### src/rtl/watch_mode_ctrl_pkg.sv
// Shared types and constants for the watch display-mode controller.
package watch_mode_ctrl_pkg;

  typedef enum logic [1:0] {
    ST_ACTIVE  = 2'd0,
    ST_RELEASE = 2'd1,
    ST_BLANK   = 2'd2
  } ctrl_state_t;

  localparam logic [3:0]  BLANK_HEX     = 4'hF;
  localparam int unsigned DEF_IN_CLK_HZ = 50_000_000;
  localparam int          IDLE_CNT_W    = 32;

  // Terminal count of the idle counter: hz*sec-1, clamped into 32 bits.
  function automatic logic [IDLE_CNT_W-1:0] idle_limit(input longint unsigned hz,
                                                       input longint unsigned sec);
    longint unsigned cycles;
    cycles = hz * sec;
    if (cycles == 0) return '0;
    if (cycles > 64'h0000_0000_FFFF_FFFF) return '1;
    return IDLE_CNT_W'(cycles - 1);
  endfunction

endpackage

### src/rtl/watch_mode_ctrl_if.sv
// Bundle between the display modes (master side) and the mode controller (slave side).
interface watch_mode_ctrl_if #(
  parameter int N_MODES = 3
);
  localparam int MW = (N_MODES > 1) ? $clog2(N_MODES) : 1;

  logic                   key_long_1;
  logic                   key_long_2;
  logic                   key_first_1;
  logic                   key_first_2;
  logic                   key_double_long;
  logic [N_MODES-1:0]     next_mod_req;
  logic [N_MODES*16-1:0]  hex_in;

  logic [N_MODES-1:0]     mode_en;
  logic [N_MODES-1:0]     mode_ack;
  logic [N_MODES-1:0]     k_long_1;
  logic [N_MODES-1:0]     k_long_2;
  logic [N_MODES-1:0]     k_first_1;
  logic [N_MODES-1:0]     k_first_2;
  logic [N_MODES-1:0]     k_double_long;
  logic [3:0]             Hex_0;
  logic [3:0]             Hex_1;
  logic [3:0]             Hex_2;
  logic [3:0]             Hex_3;
  logic [MW-1:0]          active_mode;

  modport master (
    output key_long_1, key_long_2, key_first_1, key_first_2, key_double_long,
    output next_mod_req, hex_in,
    input  mode_en, mode_ack, k_long_1, k_long_2, k_first_1, k_first_2, k_double_long,
    input  Hex_0, Hex_1, Hex_2, Hex_3, active_mode
  );

  modport slave (
    input  key_long_1, key_long_2, key_first_1, key_first_2, key_double_long,
    input  next_mod_req, hex_in,
    output mode_en, mode_ack, k_long_1, k_long_2, k_first_1, k_first_2, k_double_long,
    output Hex_0, Hex_1, Hex_2, Hex_3, active_mode
  );

endinterface

### src/rtl/watch_mode_ctrl_idle_timer.sv
// Saturating inactivity counter with an expire flag at a fixed terminal count.
module idle_timer
  import watch_mode_ctrl_pkg::*;
#(
  parameter logic [IDLE_CNT_W-1:0] LIMIT = 32'd99
) (
  input  logic clk,
  input  logic rst,
  input  logic clear,
  output logic expired
);

  logic [IDLE_CNT_W-1:0] cnt;

  // Count idle cycles; clear has priority, and the count sticks at all-ones instead of wrapping.
  always_ff @(posedge clk) begin
    if (rst) begin
      cnt <= '0;
    end else if (clear) begin
      cnt <= '0;
    end else if (cnt != '1) begin
      cnt <= cnt + 1'b1;
    end
  end

  assign expired = (cnt >= LIMIT);

endmodule

### src/rtl/watch_mode_ctrl.sv
// Arbitrates keys and the 4-digit display between N_MODES watch modes with a
// request/ack handoff, a blanking gap between owners and an idle return to mode 0.
module watch_mode_ctrl
  import watch_mode_ctrl_pkg::*;
#(
  parameter int          N_MODES      = 3,
  parameter int          BLANK_CYCLES = 4,
  parameter int unsigned IN_CLK_HZ    = DEF_IN_CLK_HZ,
  parameter int unsigned IDLE_SEC     = 30
) (
  input logic               clk,
  input logic               rst,
  watch_mode_ctrl_if.slave  bus
);

  localparam int MW = (N_MODES > 1) ? $clog2(N_MODES) : 1;
  localparam int BW = (BLANK_CYCLES > 1) ? $clog2(BLANK_CYCLES) : 1;
  localparam logic [IDLE_CNT_W-1:0] IDLE_LIMIT =
    idle_limit(64'(IN_CLK_HZ), 64'(IDLE_SEC));
  localparam logic [MW-1:0] LAST_MODE  = MW'(N_MODES - 1);
  localparam logic [BW-1:0] BLANK_LAST = BW'(BLANK_CYCLES - 1);

  ctrl_state_t        state, state_next;
  logic [MW-1:0]      mode_q, mode_next;
  logic [BW-1:0]      blank_q, blank_next;
  logic [N_MODES-1:0] ack_q, ack_next;
  logic [N_MODES-1:0] owner_onehot;
  logic [15:0]        owner_hex;
  logic               owner_req;
  logic               any_key;
  logic               idle_expired;
  logic               idle_clear;
  logic               timeout;

  assign owner_onehot = N_MODES'(1) << mode_q;
  assign owner_req    = bus.next_mod_req[mode_q];
  assign any_key      = bus.key_long_1 | bus.key_long_2 | bus.key_first_1 |
                        bus.key_first_2 | bus.key_double_long;

  // A key in the expiry cycle both restarts the counter and cancels the timeout.
  assign timeout    = (state == ST_ACTIVE) && (mode_q != '0) && idle_expired && !any_key;
  assign idle_clear = any_key || (state_next != state);

  idle_timer #(
    .LIMIT (IDLE_LIMIT)
  ) u_idle_timer (
    .clk     (clk),
    .rst     (rst),
    .clear   (idle_clear),
    .expired (idle_expired)
  );

  // State register plus owner index, blank counter and registered acknowledge.
  always_ff @(posedge clk) begin
    if (rst) begin
      state   <= ST_ACTIVE;
      mode_q  <= '0;
      blank_q <= '0;
      ack_q   <= '0;
    end else begin
      state   <= state_next;
      mode_q  <= mode_next;
      blank_q <= blank_next;
      ack_q   <= ack_next;
    end
  end

  // Next-state logic: owner request beats idle timeout; release waits for the request to drop.
  always_comb begin
    state_next = state;
    mode_next  = mode_q;
    blank_next = blank_q;
    ack_next   = '0;
    case (state)
      ST_ACTIVE: begin
        if (owner_req) begin
          state_next = ST_RELEASE;
          ack_next   = owner_onehot;
        end else if (timeout) begin
          state_next = ST_BLANK;
          mode_next  = '0;
          blank_next = '0;
        end
      end
      ST_RELEASE: begin
        if (!owner_req) begin
          state_next = ST_BLANK;
          mode_next  = (mode_q == LAST_MODE) ? '0 : mode_q + 1'b1;
          blank_next = '0;
        end
      end
      ST_BLANK: begin
        if (blank_q == BLANK_LAST) begin
          state_next = ST_ACTIVE;
        end else begin
          blank_next = blank_q + 1'b1;
        end
      end
      default: begin
        state_next = ST_ACTIVE;
        mode_next  = '0;
        blank_next = '0;
      end
    endcase
  end

  // Output logic: owner gets enable, keys and the display only while ACTIVE; otherwise all blanked.
  always_comb begin
    owner_hex = {4{BLANK_HEX}};
    for (int i = 0; i < N_MODES; i++) begin
      if (mode_q == MW'(i)) owner_hex = bus.hex_in[16*i +: 16];
    end

    bus.mode_en       = '0;
    bus.k_long_1      = '0;
    bus.k_long_2      = '0;
    bus.k_first_1     = '0;
    bus.k_first_2     = '0;
    bus.k_double_long = '0;
    bus.Hex_0         = BLANK_HEX;
    bus.Hex_1         = BLANK_HEX;
    bus.Hex_2         = BLANK_HEX;
    bus.Hex_3         = BLANK_HEX;

    if (state == ST_ACTIVE) begin
      bus.mode_en       = owner_onehot;
      bus.k_long_1      = {N_MODES{bus.key_long_1}}      & owner_onehot;
      bus.k_long_2      = {N_MODES{bus.key_long_2}}      & owner_onehot;
      bus.k_first_1     = {N_MODES{bus.key_first_1}}     & owner_onehot;
      bus.k_first_2     = {N_MODES{bus.key_first_2}}     & owner_onehot;
      bus.k_double_long = {N_MODES{bus.key_double_long}} & owner_onehot;
      bus.Hex_0         = owner_hex[3:0];
      bus.Hex_1         = owner_hex[7:4];
      bus.Hex_2         = owner_hex[11:8];
      bus.Hex_3         = owner_hex[15:12];
    end
  end

  assign bus.mode_ack    = ack_q;
  assign bus.active_mode = mode_q;

endmodule

### src/flat_wrapper.sv
// flat-port wrapper written by rule: the top's interface ports become plain ports
module watch_mode_ctrl_flat import watch_mode_ctrl_pkg::*;
#(
  parameter int          N_MODES      = 3,
  parameter int          BLANK_CYCLES = 4,
  parameter int unsigned IN_CLK_HZ    = DEF_IN_CLK_HZ,
  parameter int unsigned IDLE_SEC     = 30
)
  (clk, rst, bus_key_long_1, bus_key_long_2, bus_key_first_1, bus_key_first_2, bus_key_double_long, bus_next_mod_req, bus_hex_in, bus_mode_en, bus_mode_ack, bus_k_long_1, bus_k_long_2, bus_k_first_1, bus_k_first_2, bus_k_double_long, bus_Hex_0, bus_Hex_1, bus_Hex_2, bus_Hex_3, bus_active_mode);
  watch_mode_ctrl_if #(.N_MODES(N_MODES)) bus_i ();
  input logic clk;
  input logic rst;
  input wire logic [$bits(bus_i.key_long_1)-1:0] bus_key_long_1;
  input wire logic [$bits(bus_i.key_long_2)-1:0] bus_key_long_2;
  input wire logic [$bits(bus_i.key_first_1)-1:0] bus_key_first_1;
  input wire logic [$bits(bus_i.key_first_2)-1:0] bus_key_first_2;
  input wire logic [$bits(bus_i.key_double_long)-1:0] bus_key_double_long;
  input wire logic [$bits(bus_i.next_mod_req)-1:0] bus_next_mod_req;
  input wire logic [$bits(bus_i.hex_in)-1:0] bus_hex_in;
  output wire logic [$bits(bus_i.mode_en)-1:0] bus_mode_en;
  output wire logic [$bits(bus_i.mode_ack)-1:0] bus_mode_ack;
  output wire logic [$bits(bus_i.k_long_1)-1:0] bus_k_long_1;
  output wire logic [$bits(bus_i.k_long_2)-1:0] bus_k_long_2;
  output wire logic [$bits(bus_i.k_first_1)-1:0] bus_k_first_1;
  output wire logic [$bits(bus_i.k_first_2)-1:0] bus_k_first_2;
  output wire logic [$bits(bus_i.k_double_long)-1:0] bus_k_double_long;
  output wire logic [$bits(bus_i.Hex_0)-1:0] bus_Hex_0;
  output wire logic [$bits(bus_i.Hex_1)-1:0] bus_Hex_1;
  output wire logic [$bits(bus_i.Hex_2)-1:0] bus_Hex_2;
  output wire logic [$bits(bus_i.Hex_3)-1:0] bus_Hex_3;
  output wire logic [$bits(bus_i.active_mode)-1:0] bus_active_mode;
  assign bus_i.key_long_1 = bus_key_long_1;
  assign bus_i.key_long_2 = bus_key_long_2;
  assign bus_i.key_first_1 = bus_key_first_1;
  assign bus_i.key_first_2 = bus_key_first_2;
  assign bus_i.key_double_long = bus_key_double_long;
  assign bus_i.next_mod_req = bus_next_mod_req;
  assign bus_i.hex_in = bus_hex_in;
  assign bus_mode_en = bus_i.mode_en;
  assign bus_mode_ack = bus_i.mode_ack;
  assign bus_k_long_1 = bus_i.k_long_1;
  assign bus_k_long_2 = bus_i.k_long_2;
  assign bus_k_first_1 = bus_i.k_first_1;
  assign bus_k_first_2 = bus_i.k_first_2;
  assign bus_k_double_long = bus_i.k_double_long;
  assign bus_Hex_0 = bus_i.Hex_0;
  assign bus_Hex_1 = bus_i.Hex_1;
  assign bus_Hex_2 = bus_i.Hex_2;
  assign bus_Hex_3 = bus_i.Hex_3;
  assign bus_active_mode = bus_i.active_mode;
  watch_mode_ctrl #(.N_MODES(N_MODES), .BLANK_CYCLES(BLANK_CYCLES), .IN_CLK_HZ(IN_CLK_HZ), .IDLE_SEC(IDLE_SEC)) u_core (.clk(clk), .rst(rst), .bus(bus_i));
endmodule
### config.mk
export PLATFORM = sky130hd
export DESIGN_NAME = watch_mode_ctrl_flat
export DESIGN_NICKNAME = d
export VERILOG_FILES = /design/src/rtl/watch_mode_ctrl_pkg.sv /design/src/rtl/watch_mode_ctrl_if.sv /design/src/rtl/watch_mode_ctrl_idle_timer.sv /design/src/rtl/watch_mode_ctrl.sv /design/src/flat_wrapper.sv
export SDC_FILE = /design/constraint.sdc
export NUM_CORES = 1
export LEC_CHECK = 0
export ABC_AREA = 1
export CAP_MARGIN = 20
export CORE_UTILIZATION = 49
export CTS_CLUSTER_DIAMETER = 40
export DETAILED_ROUTE_END_ITERATION = 7
export PLACE_DENSITY_LB_ADDON = 0.08
export SETUP_SLACK_MARGIN = 0.02
export SLEW_MARGIN = 20
export SYNTH_ARGS = -nofsm -noshare
export SYNTH_HDL_FRONTEND = slang
export SYNTH_SLANG_ARGS = --single-unit
### constraint.sdc
create_clock -name clk -period 3.5 [get_ports clk]
set_input_delay 0.7 -clock clk [delete_from_list [all_inputs] [get_ports clk]]
set_output_delay 0.7 -clock clk [all_outputs]
set_load 0.02 [all_outputs]
# == Yosys cells after proc, flatten, opt, wreduce, memory -nomap -nowiden ==
# Cells that the tools add are included.
# totals
inputBits,58
out_inout_bits,39
ff_bits,41
wordCells,74
# op_classes
n_reduce_logical,12
n_bitwise,12
shifts,1
n_eq_ne,11
add_sub_neg,3
muxes,28
order_cmp,2
# op_table
op,count
$mux W16,3
$add A32 B1 Y32 const B,1
$ge A32 B31 Y1 const B,1
$ne A32 B32 Y1 const B,1
$mux W2,10
$mux W3,6
$pmux W2 S3,3
$mux W4,4
$and A3 B3 Y3,5
$reduce_and A4 Y1,2
$eq A2 B2 Y1 const B,3
$ne A2 B2 Y1 const B,3
$add A2 B1 Y2 const B,2
$eq A2 B1 Y1 const B,2
$logic_not A2 Y1,2
$or A1 B1 Y1,4
$logic_and A1 B1 Y1,3
$lt A2 B3 Y1 const B,1
$not A1 Y1,3
$reduce_or A3 Y1,1
$shl A1 B2 Y3 const A,1
$bmux W1 S2,1
$ne A2 B1 Y1 const B,1
$ne A2 B2 Y1,1
5 further kinds,5

# == Longest topological paths before layout ==
# logic_depth
depth_word,12
mapped_depth,14
ltp_nobuf,14

# == Modules after synthesis ==
# From an unflattened synthesis, not the netlist that was laid out.
# hier_totals
cells_unflattened,510
hier_area_um2,3026.7
# by_module_without_submodules
module,seq_area_each_um2,cells_per_inst,n_inst,area_per_inst_um2
idle_timer,640.6,345,1,2122.0
watch_mode_ctrl,180.2,165,1,904.6

# == Worst setup path after synthesis ==
# OpenSTA, ideal clock, no wires.
# synth_path
path_type,register -> output
start,register u_core.mode_q[1] (netlist: u_core.bus.active_mode[1])
end,output port bus_k_double_long[2]
path_buffers,2
required_time_ps,2800
stages_incl_launch_ff,9
t_arrival_ps,1984
slack_ps,816
path_cell_list,dfxtp_1 -> buf_4 -> inv_2 -> nor2_1 -> buf_2 -> clkinv_1 -> nor2_1 -> inv_1 -> nor2_1
# synth_via
elab_chain_cells,3
# synth_rtl
element,line,text
start: declaration,watch_mode_ctrl.sv:24,"logic [MW-1:0] mode_q, mode_next;"
start signal: assignment,watch_mode_ctrl.sv:62,mode_q <= mode_next;
$shl A1 B2 Y3,watch_mode_ctrl.sv:35,assign owner_onehot = N_MODES'(1) << mode_q;
$and A3 B3 Y3,watch_mode_ctrl.sv:131,bus.k_double_long = {N_MODES{bus.key_double_long}} & owner_onehot;
$mux W3,watch_mode_ctrl.sv:125,if (state == ST_ACTIVE) begin
end: declaration,flat_wrapper.sv:26,output wire logic [$bits(bus_i.k_double_long)-1:0] bus_k_double_long;
# Every way passes these cells.

# == Worst setup path in the final report ==
# layout_path
start,register u_core.mode_q[0] (netlist: u_core.bus.active_mode[0])
end,output port bus_k_long_1[1]
# layout_via
elab_chain_cells,3
# layout_rtl
element,line,text
$shl A1 B2 Y3,watch_mode_ctrl.sv:35,
$and A3 B3 Y3,watch_mode_ctrl.sv:127,bus.k_long_1 = {N_MODES{bus.key_long_1}} & owner_onehot;
$mux W3,watch_mode_ctrl.sv:125,
end: declaration,flat_wrapper.sv:22,output wire logic [$bits(bus_i.k_long_1)-1:0] bus_k_long_1;
# Every way passes these cells.

==> metrics.txt <==
# TYPE chip_impl_metric gauge
chip_impl_metric{name="drt_iter0_markers",unit=""} 124
chip_impl_metric{name="hold-path-cell-count",unit=""} 2
chip_impl_metric{name="combined_area_of_all_synthesized_cells",unit="mm^2"} 0.002769
chip_impl_metric{name="power-per-cell-area",unit="mW/mm^2"} 289.7
chip_impl_metric{name="dp_hpwl",unit="mm"} 6.371
chip_impl_info{name="rr_startpoint",value="u_core.bus.active_mode[1]$_SDFFE_PP0P_"} 1
chip_impl_metric{name="floorplan.io_pins",unit=""} 97
chip_impl_metric{name="vias",unit=""} 3141
chip_impl_metric{name="min_period_over_period",unit=""} 0.9175
chip_impl_info{name="worst_hold_path_type",value="register to register"} 1
chip_impl_metric{name="whs",unit="ps"} 493.5
chip_impl_metric{name="netlist.area_leader.share",unit=""} 0.2964
chip_impl_metric{name="net_switching_power",unit="uW"} 343.7
chip_impl_info{name="top_post_synthesis_cells_by_area",value="sky130_fd_sc_hd__dfxtp_1, sky130_fd_sc_hd__nor2_1, sky130_fd_sc_hd__nand2_1"} 1
chip_impl_metric{name="globalRouteOverflowTotal",unit=""} 0
chip_impl_info{name="synth_top_family_by_area",value="simple AND/OR/NAND/NOR gates"} 1
chip_impl_metric{name="synth.distinct_cells",unit=""} 33
chip_impl_info{name="hold_end",value="u_core.blank_q[0]$_SDFFE_PP0P_"} 1
chip_impl_metric{name="worst-path-max-fanout",unit=""} 12
chip_impl_info{name="worst_setup_path_end_kind",value="output pin"} 1
chip_impl_info{name="setup_repair_after_global_routing_missed_its_margin",value="false"} 1
chip_impl_metric{name="headroom_to_the_max_slew_limit",unit=""} 0.5886
chip_impl_metric{name="cts_inserted_buffers",unit=""} 5
chip_impl_metric{name="cp.required",unit="ps"} 2800
chip_impl_metric{name="globalplace.congestion",unit=""} 0.9424
chip_impl_metric{name="synthSimpleGateAreaFrac",unit=""} 0.4221
chip_impl_metric{name="finalWorstPathRequiredPeriod",unit="ps"} 3211
chip_impl_metric{name="post_cts_resize_count",unit=""} 0
chip_impl_metric{name="num-fill-cells",unit=""} 492
chip_impl_metric{name="final-hold-violation-count",unit=""} 0
chip_impl_metric{name="die_width",unit="um"} 77.17
chip_impl_metric{name="syn_avg_cell_area",unit="um^2"} 6.222
chip_impl_info{name="run_status",value="completed"} 1
chip_impl_info{name="clockRootBuffer",value="sky130_fd_sc_hd__clkbuf_8"} 1
chip_impl_metric{name="number_of_buffers_inserted_by_post_cts_setup_repair",unit=""} 0
chip_impl_metric{name="maxCapViolCount",unit=""} 0
chip_impl_metric{name="coreArea",unit="mm^2"} 0.005473
chip_impl_metric{name="final_util",unit=""} 0.7062
chip_impl_metric{name="synthArstFlopShare",unit=""} 0
chip_impl_metric{name="htree_levels",unit=""} 2
chip_impl_metric{name="post_drt_via_cell_ratio",unit=""} 5.116
chip_impl_metric{name="fp.dieH",unit="um"} 77.17
chip_impl_info{name="layout.cells.most_common_list",value="sky130_fd_sc_hd__nor2_1, sky130_fd_sc_hd__clkdlybuf4s50_1, sky130_fd_sc_hd__nand2_1"} 1
chip_impl_metric{name="post_route_cells_drive_above_1_share",unit=""} 0.05904
chip_impl_metric{name="final_report_setup_violation_count",unit=""} 0
chip_impl_metric{name="grt_first_pass_wirelength",unit="mm"} 13.38
chip_impl_metric{name="share_seq_of_total_power",unit=""} 0.429
chip_impl_metric{name="route.detailed.wl_per_inst",unit="um"} 13.02
chip_impl_metric{name="yosys_warnings",unit=""} 0
chip_impl_metric{name="slack_of_the_worst_reg_to_reg_path",unit="ps"} 1040
chip_impl_metric{name="grt_max_degree",unit=""} 32
chip_impl_info{name="final_common_cell",value="sky130_fd_sc_hd__nor2_1"} 1
chip_impl_metric{name="port_buffers",unit=""} 96
chip_impl_metric{name="route.detailed.drc",unit=""} 0
chip_impl_metric{name="sw_frac_of_total",unit=""} 0.3070
chip_impl_metric{name="nets",unit=""} 601
chip_impl_info{name="setup.worst_path.start_class",value="register"} 1
chip_impl_metric{name="insertion_delay",unit="ps"} 300
chip_impl_metric{name="maxClockFrequency",unit="MHz"} 311.4
chip_impl_metric{name="area_of_the_die",unit="mm^2"} 0.005955
chip_impl_info{name="hold_path_startpoint",value="u_core.blank_q[0]$_SDFFE_PP0P_"} 1
chip_impl_metric{name="synthXorXnorAreaFrac",unit=""} 0.08224
chip_impl_metric{name="finalSetupTns",unit="ps"} 0
chip_impl_metric{name="postSynthCellCount",unit=""} 445
chip_impl_info{name="ys_dominant_reg_cell",value="sky130_fd_sc_hd__dfxtp_1"} 1
chip_impl_metric{name="postRouteAntennaNets",unit=""} 0
chip_impl_metric{name="cts_num_sinks",unit=""} 41
chip_impl_metric{name="post_cts_hold_buffer_count",unit=""} 0
chip_impl_metric{name="clockBufferDepth",unit=""} 2
chip_impl_metric{name="synth_fa_ha_area_frac",unit=""} 0.009038
chip_impl_metric{name="max-vdd-ir-drop",unit="mV"} 0.1612
chip_impl_info{name="crit-reg2reg-capture",value="u_core.u_idle_timer.cnt[0]$_SDFFE_PP0P_"} 1
chip_impl_metric{name="register_area",unit="um^2"} 820.8
chip_impl_metric{name="critical_path_arrival",unit="ps"} 2510
chip_impl_metric{name="synth_mux_area_frac",unit=""} 0
chip_impl_metric{name="area_of_the_multi_input_gates",unit="mm^2"} 0.001697
chip_impl_metric{name="antenna_violations_before_repair",unit=""} 0
chip_impl_metric{name="power.internal",unit="uW"} 775.9
chip_impl_metric{name="syn-num-nets",unit=""} 505
chip_impl_metric{name="placementRows",unit=""} 27
chip_impl_metric{name="n_antenna_cell",unit=""} 0
chip_impl_metric{name="dr.pass1.iters",unit=""} 4
chip_impl_metric{name="total_leakage_power",unit="uW"} 0.001407
chip_impl_metric{name="synth-edff-count",unit=""} 0
chip_impl_metric{name="ys_seq_elements",unit=""} 41
chip_impl_info{name="area_leader_netlist",value="sky130_fd_sc_hd__dfxtp_1"} 1
chip_impl_metric{name="floorplan.initialDensity",unit=""} 0.5059
chip_impl_metric{name="seq_area_frac_synth",unit=""} 0.2964
chip_impl_metric{name="cts.reportedPaths.clkPinSlew",unit="ps"} 80
chip_impl_metric{name="finalMaxSlewViolations",unit=""} 0
chip_impl_metric{name="worst_pin_slew",unit="ps"} 616.4
chip_impl_metric{name="grtUsageTotal",unit=""} 0.2766
chip_impl_metric{name="fin_skew",unit="ps"} 2.329
chip_impl_metric{name="pwr-share-comb",unit=""} 0.300
chip_impl_info{name="critical_path_class",value="register to output pin"} 1
chip_impl_info{name="cts_tree",value="done"} 1
chip_impl_metric{name="area_delta_synth_final",unit="%"} 39.58
chip_impl_metric{name="worst-r2r-cell-count",unit=""} 9
chip_impl_metric{name="clock_power_share",unit=""} 0.271
chip_impl_metric{name="synth_compound_gate_area_share",unit=""} 0.09941
chip_impl_metric{name="wl",unit="mm"} 7.993
chip_impl_metric{name="grt_pass1_vias",unit=""} 3033
[cells by family after synthesis]
| family | Yosys count |
|---|---|
| compound gates | 50 |
| xor+xnor | 26 |
| buf+inv | 60 |
| fa+ha+maj | 2 |
| simple gates | 266 |
| flops | 41 |
[how the worst max path moves through the flow]
stage | startpoint | to | slack [ps] | depth (start not counted)
floorplan | u_core.bus.active_mode[1]$_SDFFE_PP0P_ | bus_k_double_long[2] | 820 | 8
global placement | u_core.bus.active_mode[0]$_SDFFE_PP0P_ | bus_k_first_2[1] | 720 | 7
detailed placement | u_core.bus.active_mode[0]$_SDFFE_PP0P_ | bus_k_first_2[1] | 620 | 7
CTS | u_core.bus.active_mode[0]$_SDFFE_PP0P_ | bus_k_first_2[1] | 270 | 7
global route | u_core.bus.active_mode[0]$_SDFFE_PP0P_ | bus_k_long_2[1] | 110 | 7
finish | u_core.bus.active_mode[0]$_SDFFE_PP0P_ | bus_k_long_1[1] | 290 | 7
[per-stage QoR]
step	cell area [um^2]	worst slack (ps)	power [uW]	instances
finish	3865	288.6	1120	614
global route	3865	107.1	1175	614
CTS	3865	265.3	1128	614
detailed placement	3779	616.1	825.9	606
global placement	3779	718.4	821.6	606
floorplan	2769	816.4	643.6	445
[worst max-delay path: stages (launching register included)]
cell and delay, ps:
sky130_fd_sc_hd__dfxtp_1 560, sky130_fd_sc_hd__inv_2 110, sky130_fd_sc_hd__nor2_2 150, sky130_fd_sc_hd__clkinv_1 300, sky130_fd_sc_hd__nor2_1 240, sky130_fd_sc_hd__inv_1 120, sky130_fd_sc_hd__nor2_1 110, sky130_fd_sc_hd__clkdlybuf4s50_1 610
[metal layers]
layer  global-route usage  vias up  wire [um]
met5                    0        -          0
met4               0.1038        0        178
met3              0.06190       15        467
met2               0.5027       98       4000
met1               0.3106     1404       3346
li1                     -     1624          -
[cell type report]
type / count / share of cell area
clock buffers: 5 / 0.01781
repair buffers: 99 / 0.2545
well taps: 72 / 0.02331
flip-flops and latches: 41 / 0.2124
multi-input cells: 344 / 0.4390
clock inverters: 3 / 0.004532
inverters: 50 / 0.04856
[state kept, by name, summed over array words and instances (netlist names)]
signal                   cells
u_core.bus.active_mode       2
u_core.u_idle_timer.cnt     32
u_core.blank_q               2
u_core.bus.mode_ack          3
u_core.state                 2
[power by group through the flow]
| stage | Combinational [uW] | Clock [uW] | Sequential, uW |
|---|---|---|---|
| after floorplan | 153 | 0 | 491 |
| after global placement | 331 | 0 | 491 |
| after detailed placement | 335 | 0 | 491 |
| after CTS | 336 | 312 | 480 |
| after global routing | 360 | 334 | 481 |
| final | 336 | 303 | 480 |
[synthesized netlist by cell type, types with 3 or more instances]
cell type,instances
sky130_fd_sc_hd__inv_1,42
sky130_fd_sc_hd__buf_2,3
sky130_fd_sc_hd__nand3_2,4
sky130_fd_sc_hd__nand2_2,3
sky130_fd_sc_hd__buf_4,4
sky130_fd_sc_hd__nand2_1,77
sky130_fd_sc_hd__nor3_1,17
sky130_fd_sc_hd__xnor2_1,4
sky130_fd_sc_hd__xor2_1,22
sky130_fd_sc_hd__o22ai_1,8
sky130_fd_sc_hd__nor2_2,3
sky130_fd_sc_hd__a21oi_1,17
sky130_fd_sc_hd__o21ai_0,21
sky130_fd_sc_hd__clkinv_1,3
sky130_fd_sc_hd__nor2_1,115
sky130_fd_sc_hd__nand4_1,11
sky130_fd_sc_hd__inv_2,5
sky130_fd_sc_hd__nand3_1,26
sky130_fd_sc_hd__dfxtp_1,41
No activity file was read; power rests on OpenSTA's default activity.
